--- config.mk ---
export PLATFORM = sky130hd
export DESIGN_NAME = guitar_synth
export DESIGN_NICKNAME = d
export VERILOG_FILES = /design/src/rtl/synth_pkg.sv /design/src/rtl/string_osc.sv /design/src/rtl/guitar_synth.sv
export SDC_FILE = /design/constraint.sdc
export NUM_CORES = 1
export LEC_CHECK = 0
export CAP_MARGIN = 0
export CORE_MARGIN = 10
export CORE_UTILIZATION = 25
export DETAILED_ROUTE_END_ITERATION = 8
export DONT_BUFFER_PORTS = 1
export PLACE_DENSITY = 0.38
export SETUP_SLACK_MARGIN = 0.05
export SKIP_LAST_GASP = 1
export SLEW_MARGIN = 15
export SYNTH_ARGS = -nofsm -noshare
export SYNTH_HDL_FRONTEND = slang
export SYNTH_SLANG_ARGS = --single-unit
--- constraint.sdc ---
create_clock -name clk -period 13.8 [get_ports clk]
set_input_delay 0 -clock clk [delete_from_list [all_inputs] [get_ports clk]]
set_output_delay 0 -clock clk [all_outputs]
set_load 0.02 [all_outputs]
--- src/rtl/synth_pkg.sv ---
// Shared constants for the guitar tone generator: widths, open-string MIDI notes
// and the string/fret half-period table derived from the clock frequency.
package synth_pkg;

  localparam int NSTR       = 6;
  localparam int NFRET      = 5;
  localparam int NFRET_W    = 3;
  localparam int HP_W       = 19;
  localparam int ENV_W      = 8;
  localparam int MIX_W      = 12;
  localparam int SAMPLE_W   = 24;
  localparam int DEF_CLK_HZ = 50_000_000;

  localparam int OPEN_MIDI [NSTR] = '{40, 45, 50, 55, 59, 64};

  typedef logic [NSTR-1:0][NFRET-1:0][HP_W-1:0] hp_table_t;

  // Equal-tempered pitch, rounded to the nearest whole clock per half period.
  function automatic hp_table_t build_hp_table(input int clk_hz);
    hp_table_t tab;
    real       freq;
    tab = '0;
    for (int s = 0; s < NSTR; s++) begin
      for (int f = 0; f < NFRET; f++) begin
        freq = 440.0 * (2.0 ** ((real'(OPEN_MIDI[s] + f) - 69.0) / 12.0));
        tab[s][f] = HP_W'($rtoi(real'(clk_hz) / (2.0 * freq) + 0.5));
      end
    end
    return tab;
  endfunction

  localparam hp_table_t HALF_PERIOD = build_hp_table(DEF_CLK_HZ);

endpackage

--- src/rtl/string_osc.sv ---
// Square-wave oscillator for one string: toggles every half_period clocks while enabled.
// clear restarts the phase with the output high; a disabled string holds its phase at 0.
module string_osc
  import synth_pkg::*;
(
  input  logic            clk,
  input  logic            resetn,
  input  logic            clear,
  input  logic            enable,
  input  logic [HP_W-1:0] half_period,
  output logic            sq
);

  logic [HP_W-1:0] cnt_q, cnt_d;
  logic            sq_q, sq_d;

  always_comb begin
    cnt_d = cnt_q;
    sq_d  = sq_q;
    if (clear) begin
      cnt_d = '0;
      sq_d  = 1'b1;
    end else if (!enable) begin
      cnt_d = '0;
    end else if (cnt_q >= half_period - HP_W'(1)) begin
      cnt_d = '0;
      sq_d  = ~sq_q;
    end else begin
      cnt_d = cnt_q + HP_W'(1);
    end
  end

  always_ff @(posedge clk) begin
    if (!resetn) begin
      cnt_q <= '0;
      sq_q  <= 1'b0;
    end else begin
      cnt_q <= cnt_d;
      sq_q  <= sq_d;
    end
  end

  assign sq = sq_q;

endmodule

--- src/rtl/guitar_synth.sv ---
// Six-string square-wave synth: note word in, decaying mixed samples out every SAMPLE_DIV clocks.
// Sample is registered one cycle after the tick; a pending unaccepted sample is overwritten.
module guitar_synth
  import synth_pkg::*;
#(
  parameter int CLK_HZ     = 50_000_000,
  parameter int SAMPLE_DIV = 1042,
  parameter int DECAY_DIV  = 188
) (
  input  logic                       clk,
  input  logic                       resetn,
  input  logic [31:0]                note_in,
  input  logic                       note_strobe,
  input  logic                       play_en,
  input  logic                       sample_ready,
  output logic                       sample_write,
  output logic signed [SAMPLE_W-1:0] sample_out,
  output logic [NSTR-1:0]            active_strings
);

  localparam int TK_W = (SAMPLE_DIV > 1) ? $clog2(SAMPLE_DIV) : 1;
  localparam int DC_W = (DECAY_DIV > 1) ? $clog2(DECAY_DIV) : 1;
  localparam hp_table_t HP_TAB = (CLK_HZ == DEF_CLK_HZ) ? HALF_PERIOD : build_hp_table(CLK_HZ);

  typedef logic [NFRET_W-1:0] fret_t;

  logic [NSTR-1:0]            active_q, active_d, enc_act, sq;
  fret_t [NSTR-1:0]           fret_q, fret_d, enc_fret;
  logic [ENV_W-1:0]           env_q, env_d;
  logic [DC_W-1:0]            dcnt_q, dcnt_d;
  logic [TK_W-1:0]            tick_q, tick_d;
  logic                       swrite_q, swrite_d;
  logic signed [SAMPLE_W-1:0] sout_q, sout_d;
  logic signed [MIX_W-1:0]    mix, env_s;
  logic                       capture, tick, unused_bits;

  assign unused_bits = ^note_in[31:30];
  assign capture     = note_strobe && play_en;
  assign tick        = (tick_q == TK_W'(SAMPLE_DIV - 1));

  // Ascending scan so the highest fret pressed on each string wins.
  always_comb begin
    for (int s = 0; s < NSTR; s++) begin
      enc_fret[s] = '0;
      enc_act[s]  = 1'b0;
      for (int f = 0; f < NFRET; f++) begin
        if (note_in[NSTR*f + s]) begin
          enc_fret[s] = fret_t'(f);
          enc_act[s]  = 1'b1;
        end
      end
    end
  end

  for (genvar s = 0; s < NSTR; s++) begin : g_str
    string_osc u_osc (
      .clk         (clk),
      .resetn      (resetn),
      .clear       (capture),
      .enable      (active_q[s]),
      .half_period (HP_TAB[s][fret_q[s]]),
      .sq          (sq[s])
    );
  end

  always_comb begin
    env_s = $signed(MIX_W'(env_q));
    mix   = '0;
    for (int s = 0; s < NSTR; s++) begin
      if (active_q[s]) mix = sq[s] ? mix + env_s : mix - env_s;
    end
  end

  always_comb begin
    active_d = active_q;
    fret_d   = fret_q;
    env_d    = env_q;
    dcnt_d   = dcnt_q;
    tick_d   = tick ? '0 : tick_q + TK_W'(1);
    swrite_d = swrite_q;
    sout_d   = sout_q;
    if (!play_en) begin
      active_d = '0;
      env_d    = '0;
      dcnt_d   = '0;
    end else if (note_strobe) begin
      active_d = enc_act;
      fret_d   = enc_fret;
      env_d    = '1;
      dcnt_d   = '0;
    end else if (tick) begin
      if (dcnt_q == DC_W'(DECAY_DIV - 1)) begin
        dcnt_d = '0;
        if (env_q != '0) env_d = env_q - ENV_W'(1);
      end else begin
        dcnt_d = dcnt_q + DC_W'(1);
      end
    end
    // A fresh tick always wins over the transfer of the previous sample.
    if (tick) begin
      swrite_d = 1'b1;
      sout_d   = {mix, {(SAMPLE_W-MIX_W){1'b0}}};
    end else if (sample_ready) begin
      swrite_d = 1'b0;
    end
  end

  always_ff @(posedge clk) begin
    if (!resetn) begin
      active_q <= '0;
      fret_q   <= '0;
      env_q    <= '0;
      dcnt_q   <= '0;
      tick_q   <= '0;
      swrite_q <= 1'b0;
      sout_q   <= '0;
    end else begin
      active_q <= active_d;
      fret_q   <= fret_d;
      env_q    <= env_d;
      dcnt_q   <= dcnt_d;
      tick_q   <= tick_d;
      swrite_q <= swrite_d;
      sout_q   <= sout_d;
    end
  end

  assign active_strings = active_q;
  assign sample_write   = swrite_q;
  assign sample_out     = sout_q;

endmodule

==> run metrics, run 1 <==
die width=approximately 280 um; post-CTS setup buffers=0; clk slew on worst S/H paths=approximately 0.060 ns; final-report hold violation count=0; part of the power in registers=between 30% and 40%; Worst slew margin=about 40%; Die H=approximately 280 um; vias in the first global route=13700; RSZ-0062 raised after global routing=no; Logic pwr share=around a fifth; P_leak=roughly 8 nW; die area=about 79000 um2; layout cell share with drive strength beyond 1=around 5.6%; CTS tree=yes; Final setup viols=0; I/O Buffers=0; antenna-violating nets left=0; CP endpoint=sample_out[23]; clock buffer depth=3; first-pass GRT wire length=approximately 73000 um; first-pass iteration count of the detailed router=5; Avg Cell Area, Syn=between 8 and 9 um2; ys flop type=dfxtp_1; Worst Setup SP=env_q[0]; Hold WS=~0.046 ns; WL/cell=15.0 um; routability congestion estimate=0.800; Int Power=between 1.5 and 2 mW; commonest non-fill, non-tap cell in the layout=nor2_1; total number of vias=~14000; DRC viols=0; post-route setup TNS=0 ns; hold_buf cts=45; Post-synth ARST share=0%; Cell Area, Placed=17900 um2; DR vias/cell=~4.6; total CTS buffers=35; R2R cell count=33; fillcell total=about 7200; Worst Path Required=about 14 ns; final wirelength=44700 um; Top-Level Pins=between 60 and 70; Worst Clk Skew=about 0.015 ns; Overflow after GRT=0; Worst path depth=33; worst path bufs/invs=1; CP delay by family, top=simple AND/OR/NAND/NOR gates; Worst EP arrival=approximately 9.2 ns; CP max stage delay=a little under 0.7 ns; Slew Viols, Final=0; max cap viols=0; Worst R2R Setup Slack=approximately 5.0 ns; root buffer cell=clkbuf_16; initial antenna violation count=1; PostCTS Resize Cnt=0; library cells used by synthesis=77; Nets=between 2000 and 2500; PwrDens=~110 nW/um2; sw power=~0.64 mW; crit path time final=8.79 ns; Max FO, Critical Path=10; H-tree levels=2; Synth Cell Area=17000 um2; FF-to-FF Start=env_q[0]; Post-synth EDFFs=0; final period utilization=between 60% and 70%; total number of yosys warnings=0; GRT Resource Usage Total=around 11%; status=complete, no violations; Worst Max-Slew Pin Slew=0.893 ns; # clock sinks=~260; Worst setup SP type=flip-flop; Post-Syn Instances=about 2100; # rows=95; crit path kind=flip-flop to flip-flop; crit path capture type=flip-flop; core area=about 67000 um2; Critical Path Slowest Stage Cell=nor3b_1; Worst VDD drop=between 0.06 and 0.07 mV; critical path's most frequent cell=ha_1; Hold Path Class=primary input to flip-flop; register area share after synthesis=between 30% and 40%; Detailed Route Iter0 Violations=~470; Worst-Skew Late Latency=around 0.55 ns; hpwl dp=~33000 um; initial core utilization=between 20% and 30%; Final Cell Area=just under 20000 um2; Syn-to-layout area delta=15.1%; number of synthesized register bits=roughly 260; R2R Path End=sample_out[23]; largest net degree at the start of global routing=42; Net Sw Frac=28.8%; Max Clk Rate=around 0.11 GHz; commonest non-fill, non-tap cells in the layout=320 x nor2_1, 258 x dfxtp_1, 192 x ha_1, 120 x xnor2_1, 118 x xor2_1; Clk pwr share=between 40% and 50%
==> how the worst min path moves through the flow <==
stage | startpoint | to | slack (ns) | depth (start not counted)
2_1_floorplan | note_in[12] | active_strings[0] | 0.16 | 2
3_3_place_gp | note_strobe | dcnt_q[1] | 0.10 | 1
3_5_place_dp | note_strobe | dcnt_q[1] | 0.11 | 1
4_1_cts | note_in[23] | fret_q[16] | 0.01 | 4
5_1_grt | note_in[23] | fret_q[16] | 0.11 | 4
6_report | note_in[23] | fret_q[16] | 0.05 | 4
==> Yosys cell counts (13+ instances only) <==
master	instances	share of area (%)
nand2b_1	28	1.0
inv_1	100	2.2
nor2b_1	23	0.85
nor4_1	21	0.77
mux2_2	20	1.3
nor3_1	93	2.7
xor2_1	118	6.1
nor2_1	320	7.1
mux2i_1	16	0.94
xnor2_1	120	6.2
nand4_1	28	1.0
a21oi_1	101	3.0
a21o_1	45	2.0
dfxtp_1	258	30
nand3_1	70	2.1
nand2_1	108	2.4
and3_1	34	1.3
buf_4	19	0.84
a31oi_1	13	0.48
or3_1	16	0.59
o21a_1	15	0.66
o21ai_0	75	2.2
a211oi_1	14	0.62
ha_1	192	14
clkbuf_1	53	1.2
==> layer usage <==
layer	vias to the layer above	GRT usage (%)	share of wire [%]
met4	0	3.86	2.5
li1	7198	-	-
met1	6378	14.6	48
met2	123	19.2	46
met3	60	1.81	3.0
met5	-	0	0
==> layout make-up <==
type / instances / area [um2] / share of cell area [%]
sequential: 258 / 5160 / 26.4
clock buffer: 47 / 1030 / 5.28
tap: 873 / 1090 / 5.58
timing repair buffer: 58 / 568 / 2.90
inverter: 102 / 383 / 1.96
antenna: 2 / 5.00 / 0.0256
multi-input combinational: 1628 / 11100 / 56.8
clock inverter: 15 / 206 / 1.05
==> worst reg2reg max path, delay by kind of cell, from the launching register on <==
kind / cells / cell delay [ns]
and+or+nand+nor: 12 / 2.83
adders and majority gates: 6 / 1.86
AOI/OAI and AO/OA: 6 / 1.76
muxes: 3 / 0.86
xor gates and xnor gates: 5 / 0.73
DFF: 1 / 0.42
buffers and inverters: 1 / 0.20
==> flip-flops by register name, indices dropped and copies added (netlist names) <==
register / count
g_str.u_osc.cnt_q: 114
g_str.u_osc.half_period: 74
fret_q: 18
sample_out: 12
tick_q: 11
dcnt_q: 8
env_q: 8
active_strings: 6
g_str.u_osc.sq: 6
sample_write: 1
==> power groups by stage <==
stage / sequential, mW / combinational (mW) / clock [mW]
finish: 0.793 / 0.435 / 0.983
global route: 0.796 / 0.497 / 1.04
CTS: 0.793 / 0.438 / 1.02
detailed placement: 0.810 / 0.420 / 0
global placement: 0.809 / 0.415 / 0
floorplan: 0.795 / 0.349 / 0
==> per-stage QoR <==
step	power [mW]	utilization, %	setup slack (ns)	std cells
after global routing	2.34	29.1	4.26	2982
final	2.21	29.1	5.01	2983
after CTS	2.25	29.1	4.93	2981
after global placement	1.22	26.5	4.96	2874
after detailed placement	1.23	26.5	4.97	2874
after floorplan	1.14	-	6.30	2071
==> cell families (layout without fill, tap and decap cells) <==
family	after synthesis	in the layout	share of synthesized area, %
compound gates	338	338	12.8
xor+xnor	239	239	12.4
fa+ha+maj	197	197	14.7
buf+inv	185	222	4.58
flops	258	258	30.4
mux	37	37	2.35
other cells	1	16	0.0220
simple gates	803	803	22.8
(Power assumes the default switching activity.)
==> run 2, diff against run 1 <==
--- a/config.mk
+++ b/config.mk
@@ -10,7 +10,7 @@
 export CORE_UTILIZATION = 25
 export DETAILED_ROUTE_END_ITERATION = 8
 export DONT_BUFFER_PORTS = 1
-export PLACE_DENSITY = 0.38
+export PLACE_DENSITY = 0.4
 export SETUP_SLACK_MARGIN = 0.05
 export SKIP_LAST_GASP = 1
 export SLEW_MARGIN = 15
==> constraint.sdc (replaced) <==
create_clock -name clk -period 7.05 [get_ports clk]
set_input_delay 0 -clock clk [delete_from_list [all_inputs] [get_ports clk]]
set_output_delay 0 -clock clk [all_outputs]
set_load 0.02 [all_outputs]
==> run metrics, run 2 (synthesized netlist as in run 1, its figures left out) <==
Seq. cell area=5170 um2; total number of vias=about 14000; # clock sinks=around 260; max reg flops=approximately 110; antenna-violating nets left=0; P_leak=about 8.9 nW; GRT Resource Usage Total=11.8%; Hold Path Class=primary input to flip-flop; initial core utilization=25.3%; first-pass iteration count of the detailed router=4; total CTS buffers=35; Slew Viols, Final=0; DR vias/cell=around 4.6; Detailed Route Iter0 Violations=between 500 and 600; Max FO, Critical Path=4; final period utilization=100%; R2R cell count=33; Worst Clk Skew=roughly 0.027 ns; commonest non-fill, non-tap cells in the layout=314 x nor2_1, 255 x dfxtp_1, 179 x ha_1, 135 x buf_4; crit path capture type=flip-flop; hpwl dp=about 35000 um; Worst EP arrival=between 7 and 8 ns; Syn-to-layout area delta=23.0%; RSZ-0062 raised after global routing=yes; Die H=between 200 and 300 um; post-route setup TNS=-0.00350 ns; Max Clk Rate=roughly 0.14 GHz; DRC viols=0; clk slew on worst S/H paths=about 0.06 ns; Worst Path Required=between 7 and 8 ns; die area=slightly below 80000 um2; Worst Max-Slew Pin Slew=about 1.1 ns; post-route setup slack=-0.00350 ns; layout cell share with drive strength beyond 1=13.6%; Final setup viols=1; status=finished, violations left; PwrDens=roughly 220 nW/um2; I/O Buffers=0; Worst VDD drop=about 0.16 mV; final-report hold violation count=0; CP max stage delay=about 0.56 ns; initial antenna violation count=1; CTS tree=yes; clock buffer depth=3; Critical Path Slowest Stage Cell=or4_4; Worst setup SP type=flip-flop; die width=about 280 um; vias in the first global route=14700; Hold Path Depth=3; Worst slew margin=between 20% and 30%; Worst R2R Setup Slack=-0.004 ns; routability congestion estimate=0.815; Top-Level Pins=68; Nets=2448; first-pass GRT wire length=76400 um; largest net degree at the start of global routing=42; crit path time final=approximately 7.1 ns; root buffer cell=clkbuf_16; Multi-input gate area=about 12000 um2; # rows=95; failing checks=setup timing; Worst-Skew Late Latency=roughly 0.54 ns; WL/cell=around 15 um; fillcell total=between 7000 and 8000; H-tree levels=2; crit path kind=flip-flop to flip-flop; Overflow after GRT=0; post-placement worst setup slack=-0.194 ns; core area=~67000 um2; max cap viols=0; commonest non-fill, non-tap cell in the layout=nor2_1; Top reg by flops=g_str.u_osc.cnt_q; final wirelength=46400 um
==> run 2: layer usage <==
layer | up-vias | routed length (um) | GRT usage, %
li1 | 7450 | - | -
met1 | 6621 | 21700 | 14.5
met2 | 129 | 21600 | 20.4
met3 | 62 | 1910 | 2.39
met4 | 0 | 1250 | 3.65
met5 | - | 0 | 0
==> run 2: metrics by stage <==
stage | instance area, um2 | power (mW) | hold slack (ns) | utilization, % | std cells
after floorplan | 17200 | 2.26 | 0.160 | - | 2071
after global placement | 18700 | 2.59 | 0.107 | 27.9 | 2982
after detailed placement | 18700 | 2.59 | 0.112 | 27.9 | 2982
after CTS | 20600 | 4.51 | 0.131 | 30.6 | 3100
after global routing | 20900 | 4.79 | 0.181 | 31.1 | 3110
final | 20900 | 4.51 | 0.128 | 31.1 | 3111
==> run 2: timing repair <==
item / 4_1_cts / 5_1_grt
setup buffers: 10 / 9
endpoints found under the hold margin: 131 / 0
gates resized for setup: 14 / 65
cloned: 0 / 0
hold buffers: 49 / 0
endpoints found under the setup margin: 1 / 4
pin swaps: 13 / 47
==> run 2: power by group <==
group / internal, mW / leakage, nW / switching (mW)
sequential: 1.50 / 2.10 / 0.0430
clock: 1.13 / 0.579 / 0.668
combinational: 0.587 / 6.19 / 0.581
total: 3.22 / 8.86 / 1.29
==> run 2: layout make-up <==
type                    instances  share of cell area, %
multi-input cells            1628                   55.0
flip-flops and latches        258                   24.7
inverters                     102                   1.84
repair buffers                189                   7.60
well taps                     873                   5.22
diodes                          2                 0.0239
clock inverters                 9                  0.574
clock buffers                  50                   5.00
==> run 2: path summary, 6_finish.rpt <==
check                           startpoint                             to
worst min-delay path                resetn              active_strings[3]
worst min register to register   fret_q[6]  g_str[2].u_osc.half_period[8]
worst max register to register    env_q[1]                 sample_out[23]
worst max-delay path              env_q[1]                 sample_out[23]
==> run 2: critical path, delay by kind of cell (launching register included) <==
| kind | cells | cell delay (ns) |
|---|---|---|
| simple gates | 11 | 2.08 |
| buf+inv | 1 | 0.11 |
| compound gates | 8 | 1.21 |
| flops | 1 | 0.35 |
| fa+ha+maj | 5 | 1.53 |
| mux | 3 | 0.84 |
| xor+xnor | 5 | 0.82 |
==> run 3, diff against run 2 <==
--- a/config.mk
+++ b/config.mk
@@ -8,6 +8,7 @@
 export CAP_MARGIN = 0
 export CORE_MARGIN = 10
 export CORE_UTILIZATION = 25
+export CTS_BUF_LIST = sky130_fd_sc_hd__clkbuf_4 sky130_fd_sc_hd__clkbuf_8
 export DETAILED_ROUTE_END_ITERATION = 8
 export DONT_BUFFER_PORTS = 1
 export PLACE_DENSITY = 0.4
==> run metrics, run 3 (synthesized netlist as in run 1, its figures left out) <==
Detailed Route Iter0 Violations=522; DRC viols=0; DR top layer=met4; I/O Buffers=0; final-report hold violation count=0; sw power=between 1 and 1.5 mW; Syn-to-layout area delta=22.8%; Int Power=roughly 3.2 mW; crit path kind=flip-flop to flip-flop; layout cell share with drive strength beyond 1=15.1%; root buffer cell=clkbuf_8; RSZ-0062 raised after global routing=yes; die area=slightly below 80000 um2; # clock sinks=roughly 260; Critical Path Slowest Stage Cell=or4_4; Top-Level Pins=68; R2R Path End=sample_out[23]; R2R cell count=33; clk slew on worst S/H paths=0.06 ns; met3 WL post-DR=~1900 um; antenna-violating nets left=0; initial antenna violation count=1; total CTS buffers=51; Net Sw Frac=approximately 30%; Final Cell Area=between 20000 and 25000 um2; Slew Viols, Final=0; FF-to-FF Start=env_q[1]; commonest non-fill, non-tap cell in the layout=nor2_1; first-pass iteration count of the detailed router=5; total number of vias=~14000; GRT Resource Usage Total=about an eighth; post-route setup TNS=0 ns; core area=just under 70000 um2; final period utilization=just under 100%; Hold WS=0.114 ns; P_leak=8.91 nW; Nets=about 2500; Clk pwr share=around 40%; CTS tree=yes; Worst Setup SP=env_q[1]; status=complete, no violations; Worst Clk Skew=slightly above 0.03 ns; max cap viols=0; Logic pwr share=25.9%; max reg flops=about 110; DR vias/cell=4.57; PwrDens=between 200 and 250 nW/um2; Worst VDD drop=0.115 mV; commonest non-fill, non-tap cells in the layout=314 x nor2_1, 255 x dfxtp_1, 181 x ha_1, 139 x buf_4, 119 x xnor2_1; Post-Route M1 WL=21700 um; Final setup viols=0; H-tree levels=2; post-route core utilization=a little under a third; WL/cell=around 15 um; hpwl dp=about 35000 um; routability congestion estimate=around 0.8; Worst-Skew Late Latency=around 0.63 ns; Worst Max-Slew Pin Slew=roughly 1.1 ns; Overflow after GRT=0; Max Clk Rate=between 0.1 and 0.15 GHz; initial core utilization=about a quarter; first-pass GRT wire length=76400 um; # rows=95; Worst R2R Setup Slack=roughly 0.037 ns; Power Total=4.47 mW; Worst slew margin=roughly 28%; crit path capture type=flip-flop; die width=about 280 um; CP max stage delay=approximately 0.55 ns; Met2 Routed Length=roughly 22000 um; Worst setup SP type=flip-flop; crit path time final=7.01 ns; part of the power in registers=between 30 and 40%; largest net degree at the start of global routing=between 40 and 50; Die H=roughly 280 um; fillcell total=7141; CP endpoint=sample_out[23]; clock buffer depth=3; Top reg by flops=g_str.u_osc.cnt_q; Worst Path Required=about 7.6 ns; Worst EP arrival=around 7.5 ns; vias in the first global route=between 10000 and 15000; Cell Area, Placed=18700 um2; final wirelength=approximately 46000 um; Max FO, Critical Path=4; Hold Path Class=primary input to flip-flop
## run 3: power by group through the flow
stage          clock network (mW)  logic (mW)  registers [mW]
2_1_floorplan                   0       0.700            1.56
3_5_place_dp                    0        1.02            1.58
4_1_cts                      1.85        1.09            1.54
6_report                     1.77        1.16            1.54
3_3_place_gp                    0        1.01            1.58
5_1_grt                      1.90        1.29            1.55
## run 3: routing by layer
layer | vias up | global-route usage [%]
met4 | 0 | 3.92
met5 | - | 0
met1 | 6650 | 14.4
li1 | 7485 | -
met2 | 143 | 20.4
met3 | 70 | 2.36
## run 3: through the flow
stage	setup WS [ns]	cells
6_report	0.0375	3143
4_1_cts	-0.0323	3131
3_3_place_gp	-0.102	2982
3_5_place_dp	-0.194	2982
2_1_floorplan	0.0523	2071
5_1_grt	-0.294	3143
## run 3: area by class of cell
class / count / area (um2) / share of cell area [%]
Antenna cell: 1 / 2.50 / 0.0120
Clock buffer: 78 / 992 / 4.75
Clock inverter: 15 / 203 / 0.971
Inverter: 102 / 385 / 1.85
Multi-Input combinational cell: 1628 / 11500 / 55.0
Sequential cell: 258 / 5170 / 24.8
Tap cell: 873 / 1090 / 5.23
Timing Repair Buffer: 188 / 1560 / 7.45
## run 3: worst min path at each step
stage,slack (ns),startpoint,endpoint,cells past startpoint
2_1_floorplan,0.16,note_in[12],active_strings[0],2
3_3_place_gp,0.11,note_strobe,dcnt_q[1],1
3_5_place_dp,0.11,note_strobe,dcnt_q[1],1
4_1_cts,0.04,note_in[29],active_strings[5],3
5_1_grt,0.1,sample_ready,sample_write,3
6_report,0.11,note_in[29],active_strings[5],3
## run 3: critical path, delay by kind of cell, from the launching register on
kind	cells	cell delay, ns
AOI/OAI and AO/OA	8	1.26
xor gates and xnor gates	5	0.82
adders and majority gates	5	1.52
buffers and inverters	1	0.11
DFF	1	0.36
muxes	3	0.84
and+or+nand+nor	11	1.98
## run 3: what timing repair did
action / CTS / global route
hold endpoints to repair: 141 / 0
pin swaps: 13 / 38
setup buffers: 9 / 11
hold buffers: 47 / 0
resized for setup: 13 / 62
setup endpoints to repair: 1 / 4
